`src/rtl/phy_pkg.sv`:
```
// Shared PHY definitions: fill bytes, frame geometry and the link FSM encoding.
package phy_pkg;

  localparam logic [7:0] COM = 8'hBC;
  localparam logic [7:0] IDL = 8'h7C;

  localparam int unsigned FRAME_BITS = 32;
  localparam int unsigned CNT_W      = $clog2(FRAME_BITS);

  typedef enum logic {
    StSync,
    StRun
  } phy_state_e;

  // A fill frame is the same byte repeated across all byte positions.
  function automatic logic [FRAME_BITS-1:0] fill_word(input logic [7:0] b);
    return {(FRAME_BITS / 8){b}};
  endfunction

endpackage

```
`src/rtl/phy_tx_lane_ser.sv`:
```
// One transmit lane: a single-word holding slot feeding a 32-bit MSB-first shift register.
module phy_tx_lane_ser
  import phy_pkg::*;
#(
  parameter logic [7:0] COM_BYTE = COM,
  parameter logic [7:0] IDL_BYTE = IDL
) (
  input  logic                  i_clk,
  input  logic                  i_rst,
  input  logic                  i_load,     // frame boundary: shift register takes a new word
  input  logic                  i_sync,     // link not up yet: load COM fill
  input  logic                  i_wr_en,    // word accepted for this lane this cycle
  input  logic [FRAME_BITS-1:0] i_wr_data,
  output logic                  o_slot_full,
  output logic                  o_bit
);

  logic [FRAME_BITS-1:0] r_slot;
  logic                  r_slot_full;
  logic [FRAME_BITS-1:0] r_shreg;

  logic [FRAME_BITS-1:0] w_load_word;
  logic                  w_bypass;
  logic                  w_slot_take;

  // A word accepted into an empty slot on the boundary edge goes straight into the
  // shift register, so it still leaves in the very next frame.
  assign w_bypass    = i_load & ~i_sync & ~r_slot_full & i_wr_en;
  assign w_slot_take = i_load & ~i_sync & r_slot_full;

  // Select what the shift register loads at the frame boundary.
  always_comb begin
    w_load_word = fill_word(IDL_BYTE);
    if (i_sync) begin
      w_load_word = fill_word(COM_BYTE);
    end else if (r_slot_full) begin
      w_load_word = r_slot;
    end else if (i_wr_en) begin
      w_load_word = i_wr_data;
    end
  end

  // Slot fill/drain; a write on the draining edge refills it so it stays full.
  always_ff @(posedge i_clk or posedge i_rst) begin
    if (i_rst) begin
      r_slot      <= '0;
      r_slot_full <= 1'b0;
    end else if (i_wr_en && !w_bypass) begin
      r_slot      <= i_wr_data;
      r_slot_full <= 1'b1;
    end else if (w_slot_take) begin
      r_slot_full <= 1'b0;
    end
  end

  // Shift register: load on the boundary, otherwise shift left one bit per clock.
  always_ff @(posedge i_clk or posedge i_rst) begin
    if (i_rst) begin
      r_shreg <= '0;
    end else if (i_load) begin
      r_shreg <= w_load_word;
    end else begin
      r_shreg <= {r_shreg[FRAME_BITS-2:0], 1'b0};
    end
  end

  assign o_slot_full = r_slot_full;
  assign o_bit       = r_shreg[FRAME_BITS-1];

endmodule

```
`src/rtl/phy_tx.sv`:
```
// Transmit PHY: stripes handshaked 32-bit words alternately onto two serial lanes,
// with COM alignment frames after reset and IDL fill when a lane has nothing to send.
module phy_tx
  import phy_pkg::*;
#(
  parameter int unsigned SYNC_WORDS = 4,
  parameter logic [7:0]  COM_BYTE   = COM,
  parameter logic [7:0]  IDL_BYTE   = IDL
) (
  input  logic        clk_32f,
  input  logic        reset,
  input  logic [31:0] data_in,
  input  logic        valid_in,
  output logic        ready_out,
  output logic        data_out_0,
  output logic        data_out_1
);

  localparam int unsigned SYNC_W = (SYNC_WORDS > 1) ? $clog2(SYNC_WORDS) : 1;

  logic [CNT_W-1:0]  r_bit_cnt;
  logic [SYNC_W-1:0] r_sync_cnt;
  phy_state_e        r_state;
  phy_state_e        w_state_next;
  logic              r_ptr;

  logic w_boundary;
  logic w_sync_last;
  logic w_sync;
  logic w_ready;
  logic w_xfer;
  logic w_full_0;
  logic w_full_1;
  logic w_full_sel;

  assign w_boundary  = (r_bit_cnt == CNT_W'(FRAME_BITS - 1));
  assign w_sync_last = (r_sync_cnt == SYNC_W'(SYNC_WORDS - 1));
  assign w_full_sel  = r_ptr ? w_full_1 : w_full_0;
  assign w_xfer      = valid_in & w_ready;

  // Free-running bit position within the frame.
  always_ff @(posedge clk_32f or posedge reset) begin
    if (reset) begin
      r_bit_cnt <= '0;
    end else begin
      r_bit_cnt <= r_bit_cnt + CNT_W'(1);
    end
  end

  // Count COM frames loaded while in SYNC.
  always_ff @(posedge clk_32f or posedge reset) begin
    if (reset) begin
      r_sync_cnt <= '0;
    end else if (r_state == StSync && w_boundary) begin
      r_sync_cnt <= r_sync_cnt + SYNC_W'(1);
    end
  end

  // FSM state register.
  always_ff @(posedge clk_32f or posedge reset) begin
    if (reset) begin
      r_state <= StSync;
    end else begin
      r_state <= w_state_next;
    end
  end

  // FSM next state: leave SYNC once the last COM frame has been loaded.
  always_comb begin
    w_state_next = r_state;
    unique case (r_state)
      StSync:  if (w_boundary && w_sync_last) w_state_next = StRun;
      StRun:   w_state_next = StRun;
      default: w_state_next = StSync;
    endcase
  end

  // FSM outputs: the target slot can take a word if empty, or on the edge where it drains.
  always_comb begin
    w_sync  = 1'b0;
    w_ready = 1'b0;
    unique case (r_state)
      StSync:  w_sync = 1'b1;
      StRun:   w_ready = ~w_full_sel | w_boundary;
      default: w_sync = 1'b1;
    endcase
  end

  // Stripe pointer toggles on every accepted word.
  always_ff @(posedge clk_32f or posedge reset) begin
    if (reset) begin
      r_ptr <= 1'b0;
    end else if (w_xfer) begin
      r_ptr <= ~r_ptr;
    end
  end

  phy_tx_lane_ser #(
    .COM_BYTE (COM_BYTE),
    .IDL_BYTE (IDL_BYTE)
  ) u_lane_0 (
    .i_clk       (clk_32f),
    .i_rst       (reset),
    .i_load      (w_boundary),
    .i_sync      (w_sync),
    .i_wr_en     (w_xfer & ~r_ptr),
    .i_wr_data   (data_in),
    .o_slot_full (w_full_0),
    .o_bit       (data_out_0)
  );

  phy_tx_lane_ser #(
    .COM_BYTE (COM_BYTE),
    .IDL_BYTE (IDL_BYTE)
  ) u_lane_1 (
    .i_clk       (clk_32f),
    .i_rst       (reset),
    .i_load      (w_boundary),
    .i_sync      (w_sync),
    .i_wr_en     (w_xfer & r_ptr),
    .i_wr_data   (data_in),
    .o_slot_full (w_full_1),
    .o_bit       (data_out_1)
  );

  assign ready_out = w_ready;

endmodule
```
`config.mk`:
```
export PLATFORM = sky130hd
export DESIGN_NAME = phy_tx
export DESIGN_NICKNAME = d
export VERILOG_FILES = /design/src/rtl/phy_pkg.sv /design/src/rtl/phy_tx_lane_ser.sv /design/src/rtl/phy_tx.sv
export SDC_FILE = /design/constraint.sdc
export NUM_CORES = 1
export LEC_CHECK = 0
export CORE_MARGIN = 3
export CORE_UTILIZATION = 63
export CTS_CLUSTER_SIZE = 10
export DETAILED_ROUTE_END_ITERATION = 7
export PLACE_DENSITY_LB_ADDON = 0.08
export SYNTH_ARGS = -nofsm -noshare
export SYNTH_HDL_FRONTEND = slang
export SYNTH_SLANG_ARGS = --single-unit
```
`constraint.sdc`:
```
create_clock -name clk_32f -period 14.8 [get_ports clk_32f]
set_input_delay 2.96 -clock clk_32f [delete_from_list [all_inputs] [get_ports clk_32f]]
set_output_delay 2.96 -clock clk_32f [all_outputs]
set_load 0.03 [all_outputs]
```
# Word-level counts from Yosys, hierarchy flattened
# Index checks and enable logic that the tools add are counted.
# W data, S select, Z words.
dict set report word_totals {
  n_memories 0
  input_bits 35
  latch_bits 0
  ram_bits 0
  reg_bits 139
  mem_bits_ro 0
  output_inout_bits 3
  word_cells 54
}
dict set report classes {
  n_div 0
  n_addsub 2
  multipliers 0
  n_shift 0
  n_eq_ne 2
  muxes 16
  n_bitwise 16
  reduce_logical 8
  magnitude_cmp 0
}
# op count
set op_table {}
lappend op_table {{$mux W32} 8}
lappend op_table {{$and A1 B1 Y1} 10}
lappend op_table {{$mux W1} 7}
lappend op_table {{$add A5 B1 Y5 const B} 1}
lappend op_table {{$eq A5 B5 Y1 const B} 1}
lappend op_table {{$not A1 Y1} 5}
lappend op_table {{$logic_and A1 B1 Y1} 4}
lappend op_table {{$reduce_bool A2 Y1} 2}
lappend op_table {{$add A2 B1 Y2 const B} 1}
lappend op_table {{$eq A2 B2 Y1 const B} 1}
lappend op_table {{$logic_not A1 Y1} 2}
lappend op_table {{$pmux W1 S2} 1}
lappend op_table {{$or A1 B1 Y1} 1}

# Logic depth before layout (Yosys ltp)
dict set report logic_depth {
  ltp_word 10
  mapped_depth 8
  mapped_depth_nobuf 6
}

# Hierarchy
# Synthesis repeated with hierarchy kept, for this count alone.
dict set report hier_totals {
  hier_cells 671
  hier_area_um2 7320.8
}
# module seq_area_each_um2 area_per_inst_um2 cells_each n_inst
set by_module_without_submodules {}
lappend by_module_without_submodules {phy_tx_lane_ser 1626.6 3459.6 319 2}
lappend by_module_without_submodules {phy_tx 225.2 401.6 33 1}

# Worst setup path after synthesis
# No wires, ideal clock.
dict set report synth_timing {
  path_type {register to output}
  startpoint {reg r_bit_cnt[0]}
  endpoint {out ready_out}
  required_time_ns 11.840
  path_slack_ns 10.023
  stages_incl_launch_ff 8
  path_buffers 3
  arrival_time_ns 1.817
  path_cell_list {dfrtp_1 ha_1 and3_1 ha_1 buf_2 clkbuf_1 buf_2 o21a_1}
}
dict set report synth_via {
  elab_chain_cells 3
}
# element line
set synth_rtl {}
lappend synth_rtl {{from (decl)} phy_tx.sv:21} ;# logic [CNT_W-1:0] r_bit_cnt;
lappend synth_rtl {{from (signal assigned)} phy_tx.sv:46} ;# r_bit_cnt <= r_bit_cnt + CNT_W'(1);
lappend synth_rtl {{$eq A5 B5 Y1} phy_tx.sv:36} ;# assign w_boundary = (r_bit_cnt == CNT_W'(FRAME_BITS - 1));
lappend synth_rtl {{$or A1 B1 Y1} phy_tx.sv:84} ;# StRun: w_ready = ~w_full_sel | w_boundary;
lappend synth_rtl {{$mux W1} phy_tx.sv:82} ;# unique case (r_state)
lappend synth_rtl {{to (decl)} phy_tx.sv:14} ;# output logic ready_out,
# No other way between the ends.

# Final worst setup path
# Ends and elaborated chain as after synthesis.

==> metrics.md <==
| Metric | Value |
|---|---|
| RSZ-0062 raised after global routing | `false` |
| Crit path time final | `5.87 ns` |
| Seq pwr share | `44.6%` |
| Crit Path Category | `flop to primary output` |
| Post-route ant nets | `0` |
| Via density | `6.29` |
| Worst Setup End Kind | `primary output` |
| Grt met2 use | `42.0%` |
| Post-Layout Cell Count | `594` |
| Antenna violations before repair | `0` |
| CORE AREA | `8460 um^2` |
| Mapped Area | `5660 um^2` |
| CTS max path bufs | `2` |
| Fin Hold WS | `0.465 ns` |
| Max_cap viols | `0` |
| Worst-case vdd ir drop | `0.111 mV` |
| Via count | `3734` |
| Yosys warnings | `0` |
| Crit Path Max Fanout | `76` |
| Top Usage Layer GRT | `met2` |
| Initial core utilization | `66.9%` |
| Worst-path clk slew | `0.06 ns` |
| Critical path cell sequence | `ha_1 -> and3_1 -> ha_2 -> buf_4 -> o21a_1 -> clkdlybuf4s50_1` |
| Cell Int Power | `0.681 mW` |
| Count of different cell masters after synthesis | `38` |
| Layout Nets | `514` |
| Cts hold-fix bufs | `0` |
| Hpwl dp | `6.76 mm` |
| Total track usage | `25.4%` |
| Syn nets | `482` |
| Slew @ Worst Pin | `0.985 ns` |
| Met3 Use GR | `6.16%` |
| Fin Setup TNS | `0 ns` |
| CP Data Required Time | `11.84 ns` |
| DR pass1 iterations | `4` |
| Asr flop ratio synth | `100%` |
| Die Area | `10200 um^2` |
| Ports | `38` |
| Clock skew | `0.00664 ns` |
| Routability Congestion | `0.753` |
| Share of cells above drive strength 1 | `21.9%` |
| Slew Viols, Final | `0` |
| Final WS setup | `8.93 ns` |
| Comb power frac | `2.5%` |
| Largest net degree at the start of global routing | `83` |
| DRT Wirelength | `11.9 mm` |
| Hold Vio Cnt, Final | `0` |
| Crit path launch type | `flop` |
| Clock sinks | `139` |
| Setup bufs post-CTS | `0` |
| Initial DRC count | `199` |
| P&R area growth vs syn | `18.4%` |
| Leak pwr | `3.26 nW` |
| Syn Area/Cell | `12.7 um^2` |
| Chip width | `101 um` |
| Remaining DRCs | `0` |
| Port-buffer cells | `37` |
| Post-CTS sizing | `0` |
| Max H-tree Level | `4` |
| Slew HR | `34.3%` |
| Final worst-path cycle share | `39.7%` |
| Vias in the first global route | `3897` |
| Synth Instances | `444` |
| Die Y | `101 um` |
| Clock Latency Late Sink | `0.52 ns` |
| Top FF cell, synth | `dfrtp_1` |
| Power Density | `127 nW/um^2` |
| Row count | `33` |
| Switch Pwr | `0.172 mW` |
| Met1 Usage GRT | `32.7%` |
| Diode count | `0` |
| Post-synthesis sequential area ratio | `61.5%` |
| F_max | `170 MHz` |
| Placed instance count | `562` |
| Filler instances | `518` |
| Remaining global-route overflow | `0` |
| TritonCTS Buffers | `17` |
| Worst path arrival time | `2.91 ns` |
| Status | `finished clean` |
| Synth Register Bits | `139` |
| Switching part of the total | `20.2%` |
| HP Class | `flop to flop` |
| Max incr delay on CP | `0.66 ns` |
| EDFF count, synth | `0` |
| Final setup violating endpoints | `0` |
| Dpl ws | `9.46 ns` |
| Routed wire per std cell | `20.0 um` |
| CTS tree | `yes` |
| Root Buffer | `clkbuf_8` |
| CP max stage cell | `clkdlybuf4s50_1` |
| Clock share of power | `52.9%` |
| First-pass GRT wire length | `19.5 mm` |
[state kept, by name, indices dropped and copies added, names as in the netlist]
register / count
u_lane_0.r_shreg: 32
u_lane_0.r_slot: 32
u_lane_1.o_slot_full: 1
r_sync_cnt: 2
r_state: 1
u_lane_1.r_slot: 32
u_lane_1.r_shreg: 32
u_lane_0.o_slot_full: 1
r_ptr: 1
r_bit_cnt: 5
[cells by family (layout without fill, tap and decap cells)]
group / Yosys count / in the layout / synth area share [%]
AOI/OAI and AO/OA: 102 / 102 / 12.3
xor gates and xnor gates: 4 / 4 / 0.619
adders and majority gates: 3 / 3 / 0.663
buffers and inverters: 56 / 101 / 4.44
DFF: 139 / 139 / 61.5
muxes: 66 / 66 / 13.1
and+or+nand+nor: 74 / 74 / 7.38
[metal layers]
metal,part of all wire [%],wire (um),up-vias
li1,-,-,1665
met1,42,4970,1940
met2,52,6150,104
met3,4.0,476,25
met4,2.2,259,0
met5,0,0,-
[layout make-up]
class | instances | area [um^2] | share of cell area (%)
Clock buffer | 18 | 418 | 6.24
Multi-Input combinational cell | 249 | 1940 | 28.9
Inverter | 26 | 100 | 1.49
Tap cell | 105 | 131 | 1.96
Clock inverter | 14 | 219 | 3.27
Sequential cell | 139 | 3480 | 51.9
Timing Repair Buffer | 43 | 415 | 6.20
[power by group through the flow]
| stage | Sequential (mW) | Clock [mW] | Combinational (mW) |
|---|---|---|---|
| floorplan | 0.387 | 0 | 0.00751 |
| global placement | 0.387 | 0 | 0.0214 |
| detailed placement | 0.387 | 0 | 0.0219 |
| CTS | 0.380 | 0.457 | 0.0221 |
| global route | 0.380 | 0.473 | 0.0241 |
| finish | 0.380 | 0.451 | 0.0216 |
[metrics by stage]
stage / util (%) / cell area, um^2 / total power [mW]
finish: 79.1 / 6700 / 0.853
global route: 79.1 / 6700 / 0.877
CTS: 79.1 / 6700 / 0.859
detailed placement: 71.6 / 6060 / 0.409
global placement: 71.6 / 6060 / 0.408
floorplan: - / 5660 / 0.395
[cells in the mapped netlist, types with 4 or more instances]
cell type  count  area share [%]
dfrtp_1      139              61
mux2_2        64              13
a21oi_1       32             2.8
o22ai_1       32             3.5
nor2b_1       27             3.0
inv_1         26             1.7
nor2_1        25             1.7
a221o_1       14             2.5
buf_2         14             1.2
clkbuf_1      12            0.80
a221oi_1       8             1.2
o32ai_1        8             1.2
nand2_1        6            0.40
nand3_1        4            0.35
[critical path, delay by kind of cell, from the launching register on]
kind / cells / cell delay [ns]
DFF: 1 / 0.38
AOI/OAI and AO/OA: 1 / 0.22
adders and majority gates: 2 / 0.35
buffers and inverters: 2 / 1.27
and+or+nand+nor: 1 / 0.17
[cells in the final DEF, fill, tap and decap left out, types with 6 or more instances in the layout]
cell type / count
buf_4: 6
inv_1: 25
clkdlybuf4s50_1: 37
o32ai_1: 8
a221oi_1: 8
dfrtp_1: 139
mux2_2: 64
nand2_1: 6
o22ai_1: 32
a221o_1: 14
clkbuf_16: 16
nor2b_1: 27
nor2_1: 25
a21oi_1: 32
[worst paths after layout]
path | startpoint | endpoint | slack, ns | cells after the start
setup / recovery | r_bit_cnt[0] | ready_out | 8.93 | 6
hold / removal | u_lane_0.r_shreg[30] | u_lane_0.r_shreg[31] | 0.46 | 2
setup reg to reg | r_bit_cnt[0] | u_lane_1.r_slot[13] | 11.58 | 8
hold reg to reg | u_lane_0.r_shreg[30] | u_lane_0.r_shreg[31] | 0.46 | 2
max in group asynchronous | reset | u_lane_1.r_shreg[17] | 10.44 | 3
min in group asynchronous | reset | u_lane_0.r_slot[31] | 2.89 | 2
No activity file was read; power rests on OpenSTA's default activity.
